==> src/rtl/fetch_stage.sv <==
// Instruction-fetch stage: owns the PC, drives instruction memory over req/ack,
// and fills the IF/ID register with stall, hold-buffer and redirect handling.
module fetch_stage #(
  parameter int             N        = 32,
  parameter logic [N-1:0]   RESET_PC = 32'h0040_0000
) (
  input  logic         clk,
  input  logic         reset,
  input  logic         stall_i,
  input  logic         redirect_valid_i,
  input  logic [N-1:0] redirect_pc_i,
  output logic         imem_req_o,
  output logic [N-1:0] imem_addr_o,
  input  logic [N-1:0] imem_rdata_i,
  input  logic         imem_ack_i,
  output logic [N-1:0] pc_o,
  output logic [N-1:0] if_id_instr_o,
  output logic [N-1:0] if_id_pc4_o,
  output logic         if_id_valid_o,
  output logic         fetch_busy_o
);

  typedef enum logic [1:0] {S_FETCH, S_WAIT, S_HOLD} state_e;

  state_e       state_q, state_d;
  logic [N-1:0] pc_q, pc_d;
  logic [N-1:0] pend_q, pend_d;
  logic         discard_q, discard_d;
  logic [N-1:0] hold_instr_q, hold_instr_d;
  logic [N-1:0] hold_pc4_q, hold_pc4_d;
  logic [N-1:0] if_id_instr_q, if_id_instr_d;
  logic [N-1:0] if_id_pc4_q, if_id_pc4_d;
  logic         if_id_valid_q, if_id_valid_d;

  logic [N-1:0] pc_plus4;
  logic [N-1:0] target;
  logic         req;
  logic         complete;

  assign pc_plus4 = pc_q + N'(4);
  assign target   = {redirect_pc_i[N-1:2], 2'b00};

  always_comb begin
    req = 1'b0;
    case (state_q)
      S_FETCH: req = !stall_i;
      S_WAIT:  req = 1'b1;
      default: req = 1'b0;
    endcase
    if (reset) req = 1'b0;
  end

  always_comb begin
    state_d       = state_q;
    pc_d          = pc_q;
    pend_d        = pend_q;
    discard_d     = discard_q;
    hold_instr_d  = hold_instr_q;
    hold_pc4_d    = hold_pc4_q;
    if_id_instr_d = if_id_instr_q;
    if_id_pc4_d   = if_id_pc4_q;
    if_id_valid_d = if_id_valid_q;
    complete      = 1'b0;

    // Bubble when decode is free to advance; flush on any redirect.
    if (!stall_i || redirect_valid_i) begin
      if_id_valid_d = 1'b0;
      if_id_instr_d = '0;
    end

    case (state_q)
      S_FETCH: begin
        if (req) begin
          if (imem_ack_i) begin
            if (redirect_valid_i) pc_d = target;
            else                  complete = 1'b1;
          end else begin
            // A redirect racing an unacked request must still let it drain.
            state_d = S_WAIT;
            if (redirect_valid_i) begin
              discard_d = 1'b1;
              pend_d    = target;
            end
          end
        end else if (redirect_valid_i) begin
          pc_d = target;
        end
      end
      S_WAIT: begin
        if (imem_ack_i) begin
          state_d   = S_FETCH;
          discard_d = 1'b0;
          if (redirect_valid_i) pc_d = target;
          else if (discard_q)   pc_d = pend_q;
          else                  complete = 1'b1;
        end else if (redirect_valid_i) begin
          discard_d = 1'b1;
          pend_d    = target;
        end
      end
      S_HOLD: begin
        if (redirect_valid_i) begin
          pc_d    = target;
          state_d = S_FETCH;
        end else if (!stall_i) begin
          if_id_instr_d = hold_instr_q;
          if_id_pc4_d   = hold_pc4_q;
          if_id_valid_d = 1'b1;
          state_d       = S_FETCH;
        end
      end
      default: state_d = S_FETCH;
    endcase

    if (complete) begin
      pc_d = pc_plus4;
      if (!stall_i) begin
        if_id_instr_d = imem_rdata_i;
        if_id_pc4_d   = pc_plus4;
        if_id_valid_d = 1'b1;
        state_d       = S_FETCH;
      end else begin
        hold_instr_d = imem_rdata_i;
        hold_pc4_d   = pc_plus4;
        state_d      = S_HOLD;
      end
    end
  end

  always_ff @(posedge clk) begin
    if (reset) begin
      state_q       <= S_FETCH;
      pc_q          <= RESET_PC;
      pend_q        <= '0;
      discard_q     <= 1'b0;
      hold_instr_q  <= '0;
      hold_pc4_q    <= '0;
      if_id_instr_q <= '0;
      if_id_pc4_q   <= '0;
      if_id_valid_q <= 1'b0;
    end else begin
      state_q       <= state_d;
      pc_q          <= pc_d;
      pend_q        <= pend_d;
      discard_q     <= discard_d;
      hold_instr_q  <= hold_instr_d;
      hold_pc4_q    <= hold_pc4_d;
      if_id_instr_q <= if_id_instr_d;
      if_id_pc4_q   <= if_id_pc4_d;
      if_id_valid_q <= if_id_valid_d;
    end
  end

  assign imem_req_o    = req;
  assign imem_addr_o   = pc_q;
  assign pc_o          = pc_q;
  assign if_id_instr_o = if_id_instr_q;
  assign if_id_pc4_o   = if_id_pc4_q;
  assign if_id_valid_o = if_id_valid_q;
  assign fetch_busy_o  = (state_q == S_WAIT) || (state_q == S_HOLD);

endmodule

==> config.mk <==
export PLATFORM = sky130hd
export DESIGN_NAME = fetch_stage
export DESIGN_NICKNAME = d
export VERILOG_FILES = /design/src/rtl/fetch_stage.sv
export SDC_FILE = /design/constraint.sdc
export NUM_CORES = 1
export LEC_CHECK = 0
export CORE_ASPECT_RATIO = 1.5
export CORE_MARGIN = 3
export CORE_UTILIZATION = 45
export CTS_BUF_LIST = sky130_fd_sc_hd__clkbuf_4
export DETAILED_ROUTE_END_ITERATION = 16
export PLACE_DENSITY_LB_ADDON = 0.3
export SYNTH_ARGS = -nofsm -noshare
export SYNTH_HDL_FRONTEND = slang
export SYNTH_SLANG_ARGS = --single-unit
==> constraint.sdc <==
create_clock -name clk -period 2.2 [get_ports clk]
set_input_delay 0.33 -clock clk [delete_from_list [all_inputs] [get_ports clk]]
set_output_delay 0.33 -clock clk [all_outputs]
set_load 0.02 [all_outputs]
==> impl_metrics.py <==
metrics = {
    "floorplanning": {
        "dieArea_sq_um": 22520,
        "placementRows": 63,
        "fp.dieW_microns": 123.5,
        "ioPinCount": 200,
        "die_h_microns": 182.3,
        "coreArea_sq_um": 20100,
        "initial_utilization": 0.4638,
    },
    "detailed_routing": {
        "drtPass1Iterations": 5,
        "via_count": 9113,
        "ant_nets": 0,
        "drcViolationCount": 0,
        "drtIter0Drc": 542,
        "viasPerCell": 5.415,
        "finalWirelength_microns": 26690,
        "routedWlPerCell_microns": 15.86,
    },
    "critical_path": {
        "reg2reg_depth": 9,
        "arrival_ns": 1.79,
        "crit_path_max_fanout": 6,
        "endpoint_kind": "output port",
        "worstPathRequired_ns": 1.87,
        "path_class": "reg2out",
        "worstSetupStartpointType": "flip-flop",
    },
    "clock_tree": {
        "cts.sinks": 196,
        "clk_pin_slew_ns": 0.19,
        "insertion_delay_ns": 0.61,
        "clockRootBuffer": "clkbuf_4",
        "cts_buffers": 17,
        "clock_path_buffers": 2,
        "cts_max_level": 4,
        "cts_tree": "built",
    },
    "logic_synthesis": {
        "ys_types": 52,
        "synth.most_common_cell": "nand2_1",
        "synth_compound_area_frac": 0.1749,
        "synthesis.area_sq_um": 9323,
        "yosysSeqAreaShare": 0.4209,
        "synth.mux.area_fraction": 0.02899,
        "syn_avg_cell_area_sq_um": 7.555,
        "synth_fa_ha_area_frac": 0.008053,
        "synthArstFlopShare": 0,
        "synth_edf_count": 0,
        "ys_top_cells_by_area": "dfxtp_1 (42%), nand2_1 (10%), a21oi_1 (8.5%)",
        "synth_top_family_by_area": "simple AND/OR/NAND/NOR gates",
        "synth_top_area_share": 0.4209,
        "synth_xor_area_frac": 0.02631,
        "synthTopCellsByCount": "nand2_1 (251), dfxtp_1 (196), a21oi_1 (159)",
        "ys.flop_type": "dfxtp_1",
        "syn-num-nets": 1309,
        "synth_warnings": 0,
        "synth_top_cell_by_area": "dfxtp_1",
        "postSynthCellCount": 1234,
        "synth_seq_cells": 196,
        "yosys.area_share.simple": 0.2628,
    },
    "timing": {
        "worstMarginPinSlew_ns": 0.8942,
        "setup_tns_ns": 0,
        "slew_headroom": 0.4039,
        "fin_skew_ns": 0.02366,
        "max_freq_mhz": 472.0,
        "setup_violations": 0,
        "min_period_ns": 2.118,
        "hold_viol": 0,
        "slew_violations": 0,
        "post-route-period-util": 0.9629,
    },
    "pwr": {
        "leakage_uw": 0.004409,
        "finalPower_uw": 9939,
        "vdd_drop_max_uv": 426.8,
        "p_per_area_nw_per_um2": 807.0,
    },
    "global_route": {
        "grt_overflow": 0,
        "grt_start_max_net_pins": 198,
        "grt_usage": 0.2315,
        "grt_pass1_wl_microns": 42170,
        "antenna_found_initial": 1,
        "grt_pass1_vias": 8234,
    },
    "placement": {
        "gp_congestion": 0.8781,
        "postPlaceCellArea_sq_um": 11860,
        "dp.cells": 1648,
        "dp_hpwl_microns": 18450,
        "portBuffers": 197,
    },
    "flow_run": {
        "drv_cap": 0,
    },
    "final_layout": {
        "fin_util": 0.6128,
        "drive_gt1_frac": 0.1231,
        "syn_to_final_growth_pct": 32.12,
        "num-nets-final": 1484,
        "stdcell_count": 1683,
        "finish.instance_area_sq_um": 12320,
    },
    "min_path": {
        "min_path_type": "in2reg",
        "whs_path_depth": 3,
    },
    "status": {
        "status": "finished, final reports clean",
    },
}
-- layout make-up --
type                    instances  area, sq um
well taps                     260        325.3
repair buffers                291         2902
fillers                      1816         7784
clock buffers                  17        127.6
multi-input cells             892         4793
inverters                      11        41.29
flip-flops and latches        196         3938
diodes                          1        2.502
clock inverters                15        187.7
-- critical path, cell delays in order (launching register included) --
cell,delay (ns)
dfxtp_2,0.42
buf_4,0.17
clkdlybuf4s50_1,0.61
-- placed cells by master (no fill, tap or decap), types with 17 or more instances in the layout --
cell / n
clkdlybuf4s50_1: 192
nor3_1: 67
nand2_1: 249
nor2_1: 143
buf_4: 77
a21oi_1: 158
dfxtp_1: 187
a211oi_1: 48
o21ai_0: 29
clkbuf_4: 17
mux2i_1: 27
-- cells by family after synthesis --
group                      after synthesis
AOI/OAI and AO/OA                      278
xor gates and xnor gates                28
adders and majority gates                6
buffers and inverters                  146
DFF                                    196
muxes                                   27
and+or+nand+nor                        553
-- metrics by stage --
stage | hold slack, ns | setup slack, ns
floorplan | 0.4360 | 0.06551
global placement | 0.4415 | -0.1675
detailed placement | 0.4465 | -0.1761
CTS | 0.2526 | 0.005350
global route | 0.2562 | -0.008694
finish | 0.2793 | 0.08151
-- registers in the layout, summed over array words and instances, names as in the netlist --
register / flops
if_id_pc4_o: 32
if_id_instr_o: 32
pend_q: 32
state_q: 2
hold_pc4_q: 32
imem_addr_o: 32
hold_instr_q: 32
if_id_valid_o: 1
discard_q: 1
-- power breakdown --
group / leakage, uW / internal (uW) / switching [uW]
clock network: 0.000160 / 634 / 1410
logic: 0.00266 / 1730 / 2070
registers: 0.00159 / 3870 / 228
-- routing by layer --
metal	wire length, microns	vias to the layer above	global-route usage
met3	1361	36	0.04062
met5	0	-	0
met4	604	0	0.07228
li1	-	4547	-
met2	13140	272	0.3876
met1	11580	4258	0.3014
-- worst paths after layout --
check / slack, ns / endpoint / startpoint
min: 0.28 / hold_instr_q[17] / imem_rdata_i[17]
max reg2reg: 0.08 / if_id_pc4_o[6] / state_q[1]
max: 0.08 / imem_addr_o[8] / imem_addr_o[8]
min reg2reg: 0.47 / pend_q[15] / pend_q[15]
-- repair_timing --
item | 4_1_cts | 5_1_grt
resized for setup | 24 | 14
setup endpoints to repair | 111 | 25
pin swaps | 0 | 2
buffers inserted | 0 | 1
gates cloned | 1 | 0
hold endpoints to repair | 0 | 0
hold buffers | 0 | 0
No activity file was read; power rests on OpenSTA's default activity.
